$ cat src/rtl/unidade_de_busca.sv
// Instruction fetch stage: program counter, next-PC selection,
// and retired/stall debug counters.
module unidade_de_busca #(
  parameter int ADDR_WIDTH = 10,
  parameter int DATA_WIDTH = 32,
  parameter int CNT_WIDTH  = 32
) (
  input  logic                  clock,
  input  logic                  reset,
  input  logic                  interrupt,
  input  logic [1:0]            pcSource,
  input  logic [15:0]           imm16,
  input  logic [25:0]           imm26,
  input  logic [DATA_WIDTH-1:0] regTarget,
  output logic [ADDR_WIDTH-1:0] pc,
  output logic [ADDR_WIDTH-1:0] pcPlusOne,
  output logic                  fetchValid,
  output logic                  stalled,
  output logic                  addrFault,
  output logic [CNT_WIDTH-1:0]  retiredCount,
  output logic [CNT_WIDTH-1:0]  stallCount
);

  localparam int TW = 64;

  typedef enum logic [1:0] {
    BOOT  = 2'd0,
    RUN   = 2'd1,
    STALL = 2'd2
  } state_t;

  state_t          state;
  state_t          state_nxt;
  logic            advance;
  logic            hold;
  logic [TW-1:0]   tgt;
  logic            fault_hit;

  assign pcPlusOne  = pc + ADDR_WIDTH'(1);
  assign fetchValid = (state == RUN) || (state == STALL);
  assign stalled    = (state == STALL);

  // Targets widened so any bit above the PC width can be flagged.
  always_comb begin
    tgt = TW'(pcPlusOne);
    case (pcSource)
      2'b01:   tgt = TW'(imm16);
      2'b10:   tgt = TW'(regTarget);
      2'b11:   tgt = TW'(imm26);
      default: tgt = TW'(pcPlusOne);
    endcase
  end

  assign fault_hit = (pcSource != 2'b00) && (|(tgt >> ADDR_WIDTH));

  always_comb begin
    state_nxt = BOOT;
    advance   = 1'b0;
    hold      = 1'b0;
    case (state)
      BOOT: state_nxt = RUN;
      RUN, STALL: begin
        if (interrupt) begin
          hold      = 1'b1;
          state_nxt = STALL;
        end else begin
          advance   = 1'b1;
          state_nxt = RUN;
        end
      end
      default: state_nxt = BOOT;
    endcase
  end

  always_ff @(posedge clock) begin
    if (reset) begin
      state        <= BOOT;
      pc           <= '0;
      addrFault    <= 1'b0;
      retiredCount <= '0;
      stallCount   <= '0;
    end else begin
      state <= state_nxt;
      if (advance) begin
        pc           <= tgt[ADDR_WIDTH-1:0];
        retiredCount <= retiredCount + CNT_WIDTH'(1);
        if (fault_hit) addrFault <= 1'b1;
      end
      if (hold) stallCount <= stallCount + CNT_WIDTH'(1);
    end
  end

endmodule

$ cat config.mk
export PLATFORM = sky130hd
export DESIGN_NAME = unidade_de_busca
export DESIGN_NICKNAME = d
export VERILOG_FILES = /design/src/rtl/unidade_de_busca.sv
export SDC_FILE = /design/constraint.sdc
export NUM_CORES = 1
export LEC_CHECK = 0
export ABC_AREA = 1
export BUFFER_PORTS_ARGS = -buffer_cell sky130_fd_sc_hd__buf_2
export CORE_ASPECT_RATIO = 0.7
export CORE_MARGIN = 1.5
export CORE_UTILIZATION = 52
export CTS_BUF_LIST = sky130_fd_sc_hd__clkbuf_8
export CTS_CLUSTER_DIAMETER = 120
export DETAILED_ROUTE_END_ITERATION = 6
export PLACE_DENSITY = 0.8
export SYNTH_ARGS = -nofsm -noshare
export SYNTH_HDL_FRONTEND = slang
export SYNTH_SLANG_ARGS = --single-unit
export TNS_END_PERCENT = 10
$ cat constraint.sdc
create_clock -name clock -period 2.08 [get_ports clock]
set_clock_uncertainty 0.15 [all_clocks]
set_input_delay 0.208 -clock clock [delete_from_list [all_inputs] [get_ports clock]]
set_output_delay 0.208 -clock clock [all_outputs]
set_load 0.01 [all_outputs]
==> flow_summary.toml <==
[outcome]
status = "completed"

[place]
dp_slack_ns = -0.0209
port_buffers = 165
hpwl_um = 10400
gp_congestion = 0.918
dpl_cell_area_mm2 = 0.00559

[timing]
finalCritPeriodShare_pct = 96.6
period_minus_slack_ns = 2.01
hold_viol_final = 0
setup-violations-final = 0
relSlewSlack_pct = 63.5
max_freq_mhz = 498
worstMarginPinSlew_ns = 0.548
maxSlewViolCount = 0
setup_ws_ns = 0.0712
rsz0062_at_grt = "true"

[grt]
track_usage_pct = 29.3
grt_pass1_vias = 4860
overflow = 0
grt_start_max_net_pins = 50
grt_antenna_before_repair = 0
grt_pass1_wl_um = 21800

[critical_path]
critPathMaxStageDelay_ns = 0.34
crit_path_end_kind = "flop"
path_cells = "inv_1, ha_4, nand2_4, nor2_4, nand2_4, nor2_4, nand2_4, nor2_4, nand3_1, nand2_1, nand2_1, nor2_1"
start_kind = "flop"
arrival_ns = 2.16
crit_family = "simple AND/OR/NAND/NOR gates"
cp.required_ns = 2.23
crit_path_max_fanout = 4
crit_buf_inv = 1
slowest_stage = "dfxtp_2"
crit_type = "reg -> reg"

[synthesis]
synth_flop_cell = "dfxtp_1"
synth_warnings = 0
synth_area_leaders = "dfxtp_1 34%, nand2_1 19%, nor2_1 12%"
syn_avg_cell_area_um2 = 6.30
yosys.cell_count.top_type = "nand2_1"
netlist.area_leader.share_pct = 33.5
synth_edf_count = 0
synth_area_mm2 = 0.00460
yosysUniqueCellTypes = 43
synthCells = 730
synth_common_cells = "235 x nand2_1, 144 x nor2_1, 77 x dfxtp_1, 55 x inv_1, 37 x a21oi_1"
postSynth.asyncResetShare_pct = 0
ys_seq_area_share_pct = 33.5
syn_nets = 815
synth_seq_cells = 77
synth_largest_area_cell = "dfxtp_1"

[die]
row_count = 28
num_io_pins = 166
dieArea_mm2 = 0.00943
core_area_mm2 = 0.00851
die_x_um = 115
dieHeight_um = 81.7
initial_utilization_pct = 54.0

[final_layout]
final_area_mm2 = 0.00592
regArea_mm2 = 0.00155
multiInputGateArea_mm2 = 0.00287
area_growth_pct = 28.7
layout-drive-gt1-share_pct = 25.9
finish.net_count = 996
fillCellCount = 750
diodes = 0

[power_and_ir_drop]
p_leak_nw = 2.65
p_seq_share_pct = 52.3
pwr_density_cell_mw_per_mm2 = 497
pwr-share-comb_pct = 14.3
ir_drop_mv = 0.360
switching_share_pct = 28.6
intPower_w = 0.00210
netSwitchingPower_w = 0.000843
p_clk_share_pct = 33.4

[drt]
antenna_left = 0
wl_per_cell_um = 13.0
dr.pass1.iters = 5
drc_errors = 0
wirelength_um = 13500
viasPerCell = 5.17
first_iter_violations = 407
vias = 5359

[cts]
cts_root_buf = "clkbuf_8"
cts_made_buffers = 9
cts_tree = "yes"
clockBufferDepth = 2
htreeDepth = 3
clk_pin_slew_ns = 0.09
clk_latency_ns = 0.36
clock-sinks = 77

[worst_hold_path]
hold_path_class = "in -> reg"

[flow_run]
drv_cap = 0
## metal layers
layer	GRT usage (%)	part of all wire (%)
met2	46.2	44
met4	9.26	2.0
met3	9.23	8.7
met5	0	0
met1	38.3	46
## power groups by stage
stage | sequential (W) | combinational, W | clock [W]
floorplan | 0.00158 | 0.000192 | 0
global placement | 0.00157 | 0.000384 | 0
detailed placement | 0.00157 | 0.000396 | 0
CTS | 0.00154 | 0.000404 | 0.000996
global route | 0.00154 | 0.000468 | 0.00106
finish | 0.00154 | 0.000422 | 0.000982
## cell usage in the layout, fill, tap and decap left out, drive strengths merged, types with 7 or more instances in the layout
cell,synthesis,final
clkinv,3,7
buf,2,178
nor2,155,155
nor3,18,18
a21oi,37,37
o21ai,22,22
dfxtp,77,77
nand3b,11,11
clkbuf,9,9
nand2,239,239
xor2,15,15
nand3,36,36
inv,60,62
## final cells by class
cell class	instances	share of cell area [%]
clock inverter	7	0.592
tap	120	2.54
inverter	63	4.02
sequential	77	26.2
timing repair buffer	181	16.1
multi-input combinational	579	48.4
clock buffer	9	2.09
## tightest hold or removal path, cell delays in order
cell and delay (ns):
buf_2 0.08, nand2_1 0.04, nand3_1 0.06, a22oi_1 0.06
a21oi_1 0.11
## repair_timing
action / CTS / global route
hold buffers: 3 / 0
setup buffers: 0 / 5
resized for setup: 6 / 18
endpoints found under the hold margin: 1 / 0
pin swaps: 0 / 8
setup endpoints to repair: 8 / 36
## path summary, 6_finish.rpt
| check | start | endpoint | cells after the start | slack, ns |
|---|---|---|---|---|
| worst min register to register | stallCount[6] | stallCount[6] | 2 | 0.34 |
| worst max register to register | state[0] | stallCount[27] | 12 | 0.07 |
| worst max-delay path | state[0] | stallCount[27] | 12 | 0.07 |
| worst min-delay path | imm16[5] | pc[5] | 5 | 0.09 |
## metrics by stage
step | instances | total power [W] | TNS, ns | hold slack [ns] | utilization (%)
after floorplan | 730 | 0.00177 | 0 | 0.244 | -
after global placement | 1012 | 0.00195 | 0 | 0.311 | 65.7
after detailed placement | 1012 | 0.00196 | -0.0717 | 0.328 | 65.7
after CTS | 1031 | 0.00294 | 0 | 0.0761 | 68.1
after global routing | 1036 | 0.00307 | -0.237 | 0.104 | 69.5
final | 1036 | 0.00294 | 0 | 0.0875 | 69.5
## cell families after synthesis
| family | share of synthesized area (%) |
|---|---|
| adders and majority gates | 1.63 |
| xor gates and xnor gates | 4.00 |
| DFF | 33.5 |
| buffers and inverters | 6.12 |
| AOI/OAI and AO/OA | 9.46 |
| and+or+nand+nor | 45.3 |
## sequential cells by signal (all words and copies together), names as in the netlist
register	count
addrFault	1
pc	10
retiredCount	32
stallCount	32
state	2
Note: power is estimated with default switching activity, not from simulation.
